## config.mk

```make
export PLATFORM = sky130hd
export DESIGN_NAME = div_unit
export DESIGN_NICKNAME = d
export VERILOG_FILES = /design/src/rtl/div_unit.sv
export SDC_FILE = /design/constraint.sdc
export NUM_CORES = 1
export LEC_CHECK = 0
export BUFFER_PORTS_ARGS = -buffer_cell sky130_fd_sc_hd__clkbuf_2
export CORE_ASPECT_RATIO = 1.1
export CORE_MARGIN = 10
export CORE_UTILIZATION = 50
export CTS_CLUSTER_DIAMETER = 100
export DETAILED_ROUTE_END_ITERATION = 12
export PLACE_DENSITY_LB_ADDON = 0.25
export SLEW_MARGIN = 5
export SYNTH_ARGS = -nofsm -noshare
export SYNTH_HDL_FRONTEND = slang
export SYNTH_SLANG_ARGS = --single-unit
```

## constraint.sdc

```tcl
create_clock -name clk -period 4.96 [get_ports clk]
set_input_delay 0 -clock clk [delete_from_list [all_inputs] [get_ports clk]]
set_output_delay 0 -clock clk [all_outputs]
set_load 0.02 [all_outputs]
```

## src/rtl/div_unit.sv

```systemverilog
// rtl/div_unit.sv - multi-cycle radix-2 DIV/DIVU unit for the MIPS execute stage
// Ports:
//   clk, rst       clock; synchronous active-high reset
//   start          request a divide (sampled in IDLE only)
//   signed_div     1 = DIV (two's complement), 0 = DIVU; sampled with start
//   annul          abort the in-flight divide; blocks acceptance in IDLE
//   a, b           dividend, divisor
//   busy           pipeline stall request
//   done           one-cycle pulse, result valid
//   result         {remainder, quotient} = {HI, LO}
module div_unit #(
  parameter int WIDTH = 32
) (
  input  logic               clk,
  input  logic               rst,
  input  logic               start,
  input  logic               signed_div,
  input  logic               annul,
  input  logic [WIDTH-1:0]   a,
  input  logic [WIDTH-1:0]   b,
  output logic               busy,
  output logic               done,
  output logic [2*WIDTH-1:0] result
);

  localparam int CW = (WIDTH > 1) ? $clog2(WIDTH) : 1;

  typedef enum logic [1:0] {IDLE, DIVZ, RUN, FIN} state_t;

  state_t           state;
  logic             sdiv_q;
  logic             sa_q;
  logic             sb_q;
  logic [WIDTH-1:0] rem_q;
  logic [WIDTH-1:0] quo_q;   // holds the dividend, quotient bits shift in at the LSB
  logic [WIDTH-1:0] dvs_q;
  logic [CW-1:0]    cnt_q;

  logic [WIDTH-1:0] a_mag;
  logic [WIDTH-1:0] b_mag;
  logic [WIDTH:0]   rem_shift;
  logic [WIDTH:0]   diff;
  logic             ge;
  logic [WIDTH-1:0] rem_next;
  logic [WIDTH-1:0] quo_next;
  logic             neg_q;
  logic             neg_r;
  logic [WIDTH-1:0] quo_fix;
  logic [WIDTH-1:0] rem_fix;

  // |0x80..0| stays 0x80..0 when read as unsigned, which is what we want.
  assign a_mag = (signed_div && a[WIDTH-1]) ? (~a + 1'b1) : a;
  assign b_mag = (signed_div && b[WIDTH-1]) ? (~b + 1'b1) : b;

  // One restoring step; the extra top bit catches the borrow.
  assign rem_shift = {rem_q, quo_q[WIDTH-1]};
  assign diff      = rem_shift - {1'b0, dvs_q};
  assign ge        = ~diff[WIDTH];
  assign rem_next  = ge ? diff[WIDTH-1:0] : rem_shift[WIDTH-1:0];
  assign quo_next  = {quo_q[WIDTH-2:0], ge};

  // Quotient takes the XOR of the signs, remainder follows the dividend.
  assign neg_q   = sdiv_q & (sa_q ^ sb_q);
  assign neg_r   = sdiv_q & sa_q;
  assign quo_fix = neg_q ? (~quo_next + 1'b1) : quo_next;
  assign rem_fix = neg_r ? (~rem_next + 1'b1) : rem_next;

  assign busy = ((state == IDLE) && start && !annul) || (state == DIVZ) || (state == RUN);

  always_ff @(posedge clk) begin
    if (rst) begin
      state  <= IDLE;
      done   <= 1'b0;
      result <= '0;
      cnt_q  <= '0;
      sdiv_q <= 1'b0;
      sa_q   <= 1'b0;
      sb_q   <= 1'b0;
      rem_q  <= '0;
      quo_q  <= '0;
      dvs_q  <= '0;
    end else begin
      done <= 1'b0;
      case (state)
        IDLE: begin
          if (start && !annul) begin
            sdiv_q <= signed_div;
            sa_q   <= a[WIDTH-1];
            sb_q   <= b[WIDTH-1];
            dvs_q  <= b_mag;
            rem_q  <= '0;
            cnt_q  <= '0;
            if (b == '0) begin
              quo_q <= a;          // raw dividend becomes the remainder
              state <= DIVZ;
            end else begin
              quo_q <= a_mag;
              state <= RUN;
            end
          end
        end
        DIVZ: begin
          if (annul) begin
            state <= IDLE;
          end else begin
            result <= {quo_q, {WIDTH{1'b1}}};
            done   <= 1'b1;
            state  <= FIN;
          end
        end
        RUN: begin
          if (annul) begin
            state <= IDLE;
          end else begin
            rem_q <= rem_next;
            quo_q <= quo_next;
            cnt_q <= cnt_q + 1'b1;
            // Last iteration: commit the corrected result so it is valid during FIN.
            if (cnt_q == CW'(WIDTH - 1)) begin
              result <= {rem_fix, quo_fix};
              done   <= 1'b1;
              state  <= FIN;
            end
          end
        end
        FIN: begin
          state <= IDLE;
        end
        default: state <= IDLE;
      endcase
    end
  end

endmodule
```

---- Word-level counts from Yosys, hierarchy flattened ----
Cells that the tools add are included.
storage, ports and cells
  bits in registers ....................... 171
  bits in writable memories ............... 0
  memory bits (read-only) ................. 0
  memories ................................ 0
  bits of input ports ..................... 69
  latch bits .............................. 0
cells by class
  bitwise operators ....................... 8
  reductions and logical operators ........ 16
  add/subtract/negate cells ............... 6
  multiply operators ...................... 0
  div/mod/pow operators ................... 0
  muxes and demuxes ....................... 29
  magnitude comparators ................... 0
  eq/ne operators ......................... 9
  shift operators ......................... 0
operators with widths
  cell                     number
  $mux W32                 10
  $mux W64                 3
  $add A32 B1 Y32 const B  4
  $not A32 Y32             4
  $pmux W32 S2             2
  $pmux W64 S2             1
  $sub A33 B32 Y33         1
  $logic_not A32 Y1        1
  $mux W2                  5
  $mux W5                  2
  $pmux W5 S2              1
  $pmux W2 S4              1
  $add A5 B1 Y5 const B    1
  $eq A5 B5 Y1 const B     1
  $logic_and A1 B1 Y1      5
  $eq A2 B2 Y1 const B     2
  $ne A2 B1 Y1 const B     2
  $ne A2 B2 Y1 const B     2
  $reduce_and A2 Y1        2
  $reduce_and A4 Y1        1
  $reduce_bool A2 Y1       2
  $mux W1                  3
  $ne A3 B2 Y1 const B     1
  $reduce_and A3 Y1        1
  other kinds (8)          10

---- Longest topological paths before layout ----
Gate-level depths: netlist of run 1.
  depth after elaboration ................. 8
  depth in mapped cells ................... 25
  gate-level depth less buffers ........... 22

---- Worst setup path after synthesis of run 1 ----
Ideal clock, no wire load.
  path type ............................... reg-to-reg
  start point ............................. register quo_q[31]
  end point ............................... register result[62]
  slack ................................... -230 ps
  stages on the path, launching flop included .. 24
  arrival ................................. 5103 ps
  buffers on the path ..................... 3
  path through ............................ dfxtp_1 > inv_1 > ha_1 > inv_1 > fa_1 > a211oi_4 > o211ai_2 > nand4b_4 > nand2_4 > a311o_4 > nor2_4 > buf_6 > buf_4 > buf_2 > mux2i_1 > ha_1 > nor4b_1 > nand3_1 > a2111oi_0 > a31oi_1 > or3_1 > o21ai_2 > xnor2_1 > a221oi_2
between the ends
  word-level cells in the longest chain between the ends .. 8
RTL lines
  item                    RTL line  source
  from (decl)             35        logic [WIDTH-1:0] quo_q;
  from (signal assigned)  97        quo_q <= a_mag;
  from (signal assigned)  116       quo_q <= quo_next;
  $sub A33 B32 Y33        57        assign diff = rem_shift - {1'b0, dvs_q};
  $mux W32 (*)            59        assign rem_next = ge ? diff[WIDTH-1:0] : rem_shift[WIDTH-1:0];
  $not A32 Y32            66        assign rem_fix = neg_r ? (~rem_next + 1'b1) : rem_next;
  $add A32 B1 Y32         66
  $mux W32 (*)            66
  $mux W64 (*)            119       if (cnt_q == CW'(WIDTH - 1)) begin
  $mux W64 (*)            112       if (annul) begin
  $pmux W64 S2 (*)        84        case (state)
  to (signal assigned)    106       result <= {quo_q, {WIDTH{1'b1}}};
  to (signal assigned)    120       result <= {rem_fix, quo_fix};
  to (decl)               23        output logic [2*WIDTH-1:0] result
Mark *: on every way between the ends. The rest lies on a longest branch, timed or not. The select of a mux whose other input is x is not followed.
A chain may end at the register's enable or synchronous reset.

---- Worst setup path after layout of run 1 ----
  start point ............................. register quo_q[31]
  end point ............................... register result[54]
The elaborated chain is that of the path after synthesis.

==> out/qor.yml, run 1 <==
outcome: "completed"
grt_pass1_vias: 12456
worstPathArrival_ps: 5110
power_density_nw_per_um2: 465
critPathMaxFanout: 6
wl_per_cell_um: 20.6
seq_area_frac_synth_pct: 27.2
diodes: 0
fp-row-count: 60
ff2ff_setup_slack_ps: 150
rr_worst_depth: 21
crit_type: "reg -> reg"
core_um2: 24600
synth_area_um2: 12600
max_freq_mhz: 208
worstHoldPathCells: 5
dp_cells: 2079
numCtsBuffers: 17
dpl_cell_area_um2: 13500
place_congestion: 0.989
slew-limit-headroom_pct: 28.1
syn_avg_cell_area_um2: 7.36
yosys_register_bits: 171
num_vias: 13311
num_io_pins: 135
final_cell_mix: "a21oi_1, nand2_1, nor2_1"
power_leakage_nw: 5.61
viasPerCell: 6.20
synth-warning-count: 0
design_area_um2: 14400
layout_commonest_cell: "a21oi_1"
async_reset_ff_share_pct: 0
place_ws_ps: 96.3
r2r-end: "result[54]"
fin_skew_ps: 17.2
die_height_um: 186
dpl.hpwl_um: 33100
synth_edf_count: 0
cp-start-kind: "flip-flop"
dr.pass1.iters: 5
ir_drop_mv: 0.261
drive_gt1_share_pct: 15.6
setup_ws_ps: 155
io_buffer_count: 134
clockRootBuffer: "clkbuf_16"
die_w_um: 171
synth_ff_type: "dfxtp_1"
cts_sinks: 171
max_slew.worst_pin.slew_ps: 1080
min_to: "quo_q[7]"
antenna_left: 0
start_util_pct: 51.1
timing.rr.start: "quo_q[31]"
hold_viol: 0
setup_viol: 0
max_cap_violations: 0
cp_data_required_time_ps: 5260
clk_latency_ps: 450
dieArea_um2: 31900
clockBufferDepth: 2
period_share_pct: 96.9
nets: 1936
grt_usage_pct: 26.9
drc: 0
hold_class: "in -> reg"
antenna_found_initial: 0
grt_pass1_wl_um: 69300
hp-start: "a[7]"
min_period_ps: 4810
fin_util_pct: 58.6
first_iter_violations: 1406
timing_max_transition_violations_final: 0
grt_max_degree: 88
syn_to_final_growth_pct: 14.8
worst_setup_path_startpoint: "quo_q[31]"
cp-end-kind: "flip-flop"
syn_inst: 1709
synth_nets: 1820
cts_tree: "built"
stdcell_count: 2148
ys_types: 107
htree_levels: 4
overflow: 0
clk_pin_slew_worst_paths_ps: 80
totalWireLength_um: 44300
## final cells by class
type	instances	area, um^2
flip-flops and latches	171	3420
well taps	310	388
clock inverters	15	150
repair buffers	208	1310
inverters	60	225
multi-input cells	1367	8520
clock buffers	17	425
fillers	2329	10200
## kinds of logic (layout without fill, tap and decap cells)
family	after synthesis	count (layout)	synth area share, %
adder cells (fa/ha/maj)	42	42	4.24
flip-flops	171	171	27.2
AO/OA/AOI/OAI	571	571	28.8
AND/OR/NAND/NOR	604	604	23.2
multiplexers	22	22	1.80
XOR/XNOR	128	128	8.91
buffers and inverters	171	300	5.81
## worst max path at each step
stage / end / depth (start not counted) / slack (ps)
3_5_place_dp: result[62] / 20 / 100
6_report: result[54] / 21 / 150
2_1_floorplan: result[62] / 23 / 40
3_3_place_gp: result[62] / 20 / 190
5_1_grt: result[60] / 19 / -50
4_1_cts: result[62] / 20 / 60
## where the power goes
group          internal, mW  leakage [nW]  total (mW)  switching (mW)
clock                 0.670         0.273        1.34           0.674
sequential             1.58          1.39        1.79           0.217
combinational          1.23          3.95        3.58            2.34
total                  3.48          5.61        6.71            3.24
## synthesized netlist by cell type (17+ instances only)
master	count	area, um^2
a211oi_1	45	338
a21oi_1	220	1100
a31oi_1	18	113
clkbuf_1	82	308
dfxtp_1	171	3420
ha_1	41	513
inv_1	58	218
mux2i_1	19	190
nand2_1	214	803
nand3_1	24	120
nor2_1	182	683
nor3_1	41	205
o21ai_0	124	621
o31ai_1	18	135
or3_1	17	106
xnor2_1	70	613
xor2_1	58	508
## per-stage QoR
stage / total power [mW] / setup TNS [ps] / hold WS (ps)
floorplan: 4.23 / 0 / 136
global placement: 5.20 / 0 / 304
detailed placement: 5.23 / 0 / 303
CTS: 6.58 / 0 / 15.7
global route: 7.10 / -134 / 24.5
finish: 6.71 / 0 / 14.6
## metal layers
metal	up-vias	wire, um	global-route usage (%)
met5	-	0	0
met4	0	2220	13.0
met3	107	3330	4.74
met2	564	21000	44.2
met1	6286	17800	33.0
li1	6354	-	-
## registers in the layout, summed over array words and instances (netlist names)
name,count
sb_q,1
quo_q,32
sa_q,1
rem_q,32
dvs_q,32
cnt_q,5
sdiv_q,1
state,2
result,64
done,1
## critical path, cell delays in order (launching register included)
cell and delay (ps):
dfxtp_2 340, inv_2 70, ha_2 180, inv_1 60, fa_2 390, a211oi_4 290
o211ai_2 160, nand4b_4 150, nand2_4 90, a311o_4 350, nor2_4 230, mux2i_2 320
ha_2 240, nor4b_4 280, nand3_2 130, buf_4 160, a2111oi_4 350, a31oi_2 80
o31ai_1 330, xor2_1 100, a221oi_1 290, nor2_1 70
## repair_timing
item / in CTS / in global routing
endpoints found under the setup margin: 0 / 4
endpoints found under the hold margin: 32 / 0
gates resized for setup: 0 / 10
hold buffers: 31 / 0
buffers inserted: 0 / 6
No activity file was read; power rests on OpenSTA's default activity.
==> run 2: changes to the inputs <==
==> constraint.sdc (replaced) <==
create_clock -name clk -period 5.75 [get_ports clk]
set_input_delay 0 -clock clk [delete_from_list [all_inputs] [get_ports clk]]
set_output_delay 0 -clock clk [all_outputs]
set_load 0.02 [all_outputs]
==> run 2 against run 1 <==
Against the previous run: the flow now finishes with violations (negative hold slack); flip-flop and latch count unchanged; utilization shrank 0.94 points; via count is 1.9% lower; routed wire length is 1.1% lower; clock power down 6%; count of clock-buffer cells in the layout did not move; global-route usage shrank 0.73 points; hold slack got worse by 16 ps; clock skew is 2.8 ps lower; die area stayed put; non-clock buffer count down 29; critical path type unchanged; critical endpoint is now result[62]; largest power group unchanged.
==> out/qor.yml, run 2 (same netlist as run 1, synthesis figures left out) <==
outcome: "complete, but fails checks"
violations: "negative hold slack"
dpl.hpwl_um: 32600
design_area_um2: 14200
drc: 0
worstPathArrival_ps: 5690
critPathMaxFanout: 15
fin_util_pct: 57.7
finalSetupTns_ps: 0
grt_util_met2_pct: 41.9
dr.pass1.iters: 5
core_um2: 24600
p_clk_share_pct: 21.9
grt_pass1_vias: 12072
clk_pin_slew_worst_paths_ps: 80
drive_gt1_share_pct: 13.9
min_period_ps: 5340
hold_viol: 1
largest_reg_flops: 64
num_vias: 13052
totalWireLength_um: 43800
numCtsBuffers: 17
cp-end-kind: "flip-flop"
seq_power_share_pct: 26.9
cts_setup_buffers: 0
rsz0062_at_grt: "false"
clk_latency_ps: 440
grt_max_degree: 90
hold_class: "in -> reg"
io_buffer_count: 134
max_cap_violations: 0
die_w_um: 171
period_share_pct: 92.8
met1_usage_pct: 34.0
start_util_pct: 51.1
cellInternalPower_mw: 3.01
final_cell_mix: "a21oi_1, nand2_1, nor2_1"
max_slew.worst_pin.slew_ps: 1000
cp_data_required_time_ps: 6100
fillCellCount: 2360
p_switching_mw: 2.74
fp-row-count: 60
power_leakage_nw: 5.49
crit_type: "reg -> reg"
fin_hold_ws_ps: -1.67
power_density_nw_per_um2: 404
htree_levels: 4
power_mw: 5.75
first_iter_violations: 1263
grt_pass1_wl_um: 67800
cts_tree: "built"
timing_max_transition_violations_final: 0
wl_per_cell_um: 20.7
dpl_cell_area_um2: 13300
ir_drop_mv: 0.187
slew-limit-headroom_pct: 33.0
clockRootBuffer: "clkbuf_16"
grt-busiest-layer: "met2"
p_comb_share_pct: 51.2
die_height_um: 186
top_register: "result"
cp-start-kind: "flip-flop"
antenna_found_initial: 0
place_congestion: 1.01
grt_usage_pct: 26.2
layout_commonest_cell: "a21oi_1"
antenna_left: 0
max_freq_mhz: 187
viasPerCell: 6.16
syn_to_final_growth_pct: 12.9
switching_share_pct: 47.6
nets: 1907
num_io_pins: 135
fin_skew_ps: 14.5
setup_viol: 0
dieArea_um2: 31900
cts_sinks: 171
grt.met3_usage_pct: 4.66
diodes: 0
clockBufferDepth: 2
overflow: 0
run 2: changes by cell type in the layout (fill, tap and decap cells not counted), sizes merged:
cell         delta
clkinvlp        -1
bufinv          +2
buf            -24
clkinv          +1
inv             -2
dlygate4sd3     -5
run 2: path summary, 6_finish.rpt:
check,startpoint,endpoint,cells past startpoint,slack (ps)
hold reg to reg,dvs_q[30],dvs_q[30],2,460
hold / removal,a[0],quo_q[0],3,-2
setup reg to reg,quo_q[31],result[62],21,410
setup / recovery,quo_q[31],result[62],21,410
run 2: routing by layer:
metal,up-vias,wire length [um]
met1,6119,18600
met3,73,3280
li1,6298,-
met5,-,0
met2,562,20400
met4,0,1550
run 2: cell type report:
cell class / count / area, um^2 / area share (%)
Multi-Input combinational cell: 1367 / 8470 / 59.6
Sequential cell: 171 / 3420 / 24.1
Timing Repair Buffer: 179 / 1080 / 7.57
Clock buffer: 17 / 425 / 2.99
Tap cell: 310 / 388 / 2.73
Inverter: 60 / 225 / 1.58
Clock inverter: 15 / 204 / 1.44
run 2: through the flow:
stage	cells	hold WS, ps	worst slack, ps
after detailed placement	2061	266	464
after global routing	2119	3.95	171
after floorplan	1709	136	560
after CTS	2119	1.87	347
final	2119	-1.67	414
after global placement	2061	260	555
run 2: power by group through the flow:
stage | Clock [mW] | Sequential (mW) | Combinational (mW)
global placement | 0 | 1.56 | 2.84
finish | 1.26 | 1.55 | 2.95
floorplan | 0 | 1.57 | 2.07
global route | 1.32 | 1.57 | 3.19
CTS | 1.26 | 1.54 | 2.89
detailed placement | 0 | 1.57 | 2.85
run 2: critical path: stages (launching register included):
cell       delay, ps
dfxtp_1          330
inv_1            100
ha_1             200
inv_1             70
fa_1             480
a211oi_4         300
o211ai_2         150
nand4b_4         180
nand2_4          100
a311o_4          480
nor2_4           220
inv_2            180
a21oi_1          230
ha_1             220
nor4b_2          280
nand3_1          180
a2111oi_0        480
a31oi_1          130
or3_1            420
o21ai_2          150
xnor2_1          100
a221oi_2         240
run 2: repair_timing:
action                                 4_1_cts  5_1_grt
resized for setup                            0        1
endpoints found under the hold margin       27        0
setup endpoints to repair                    0        2
hold buffers                                26        0
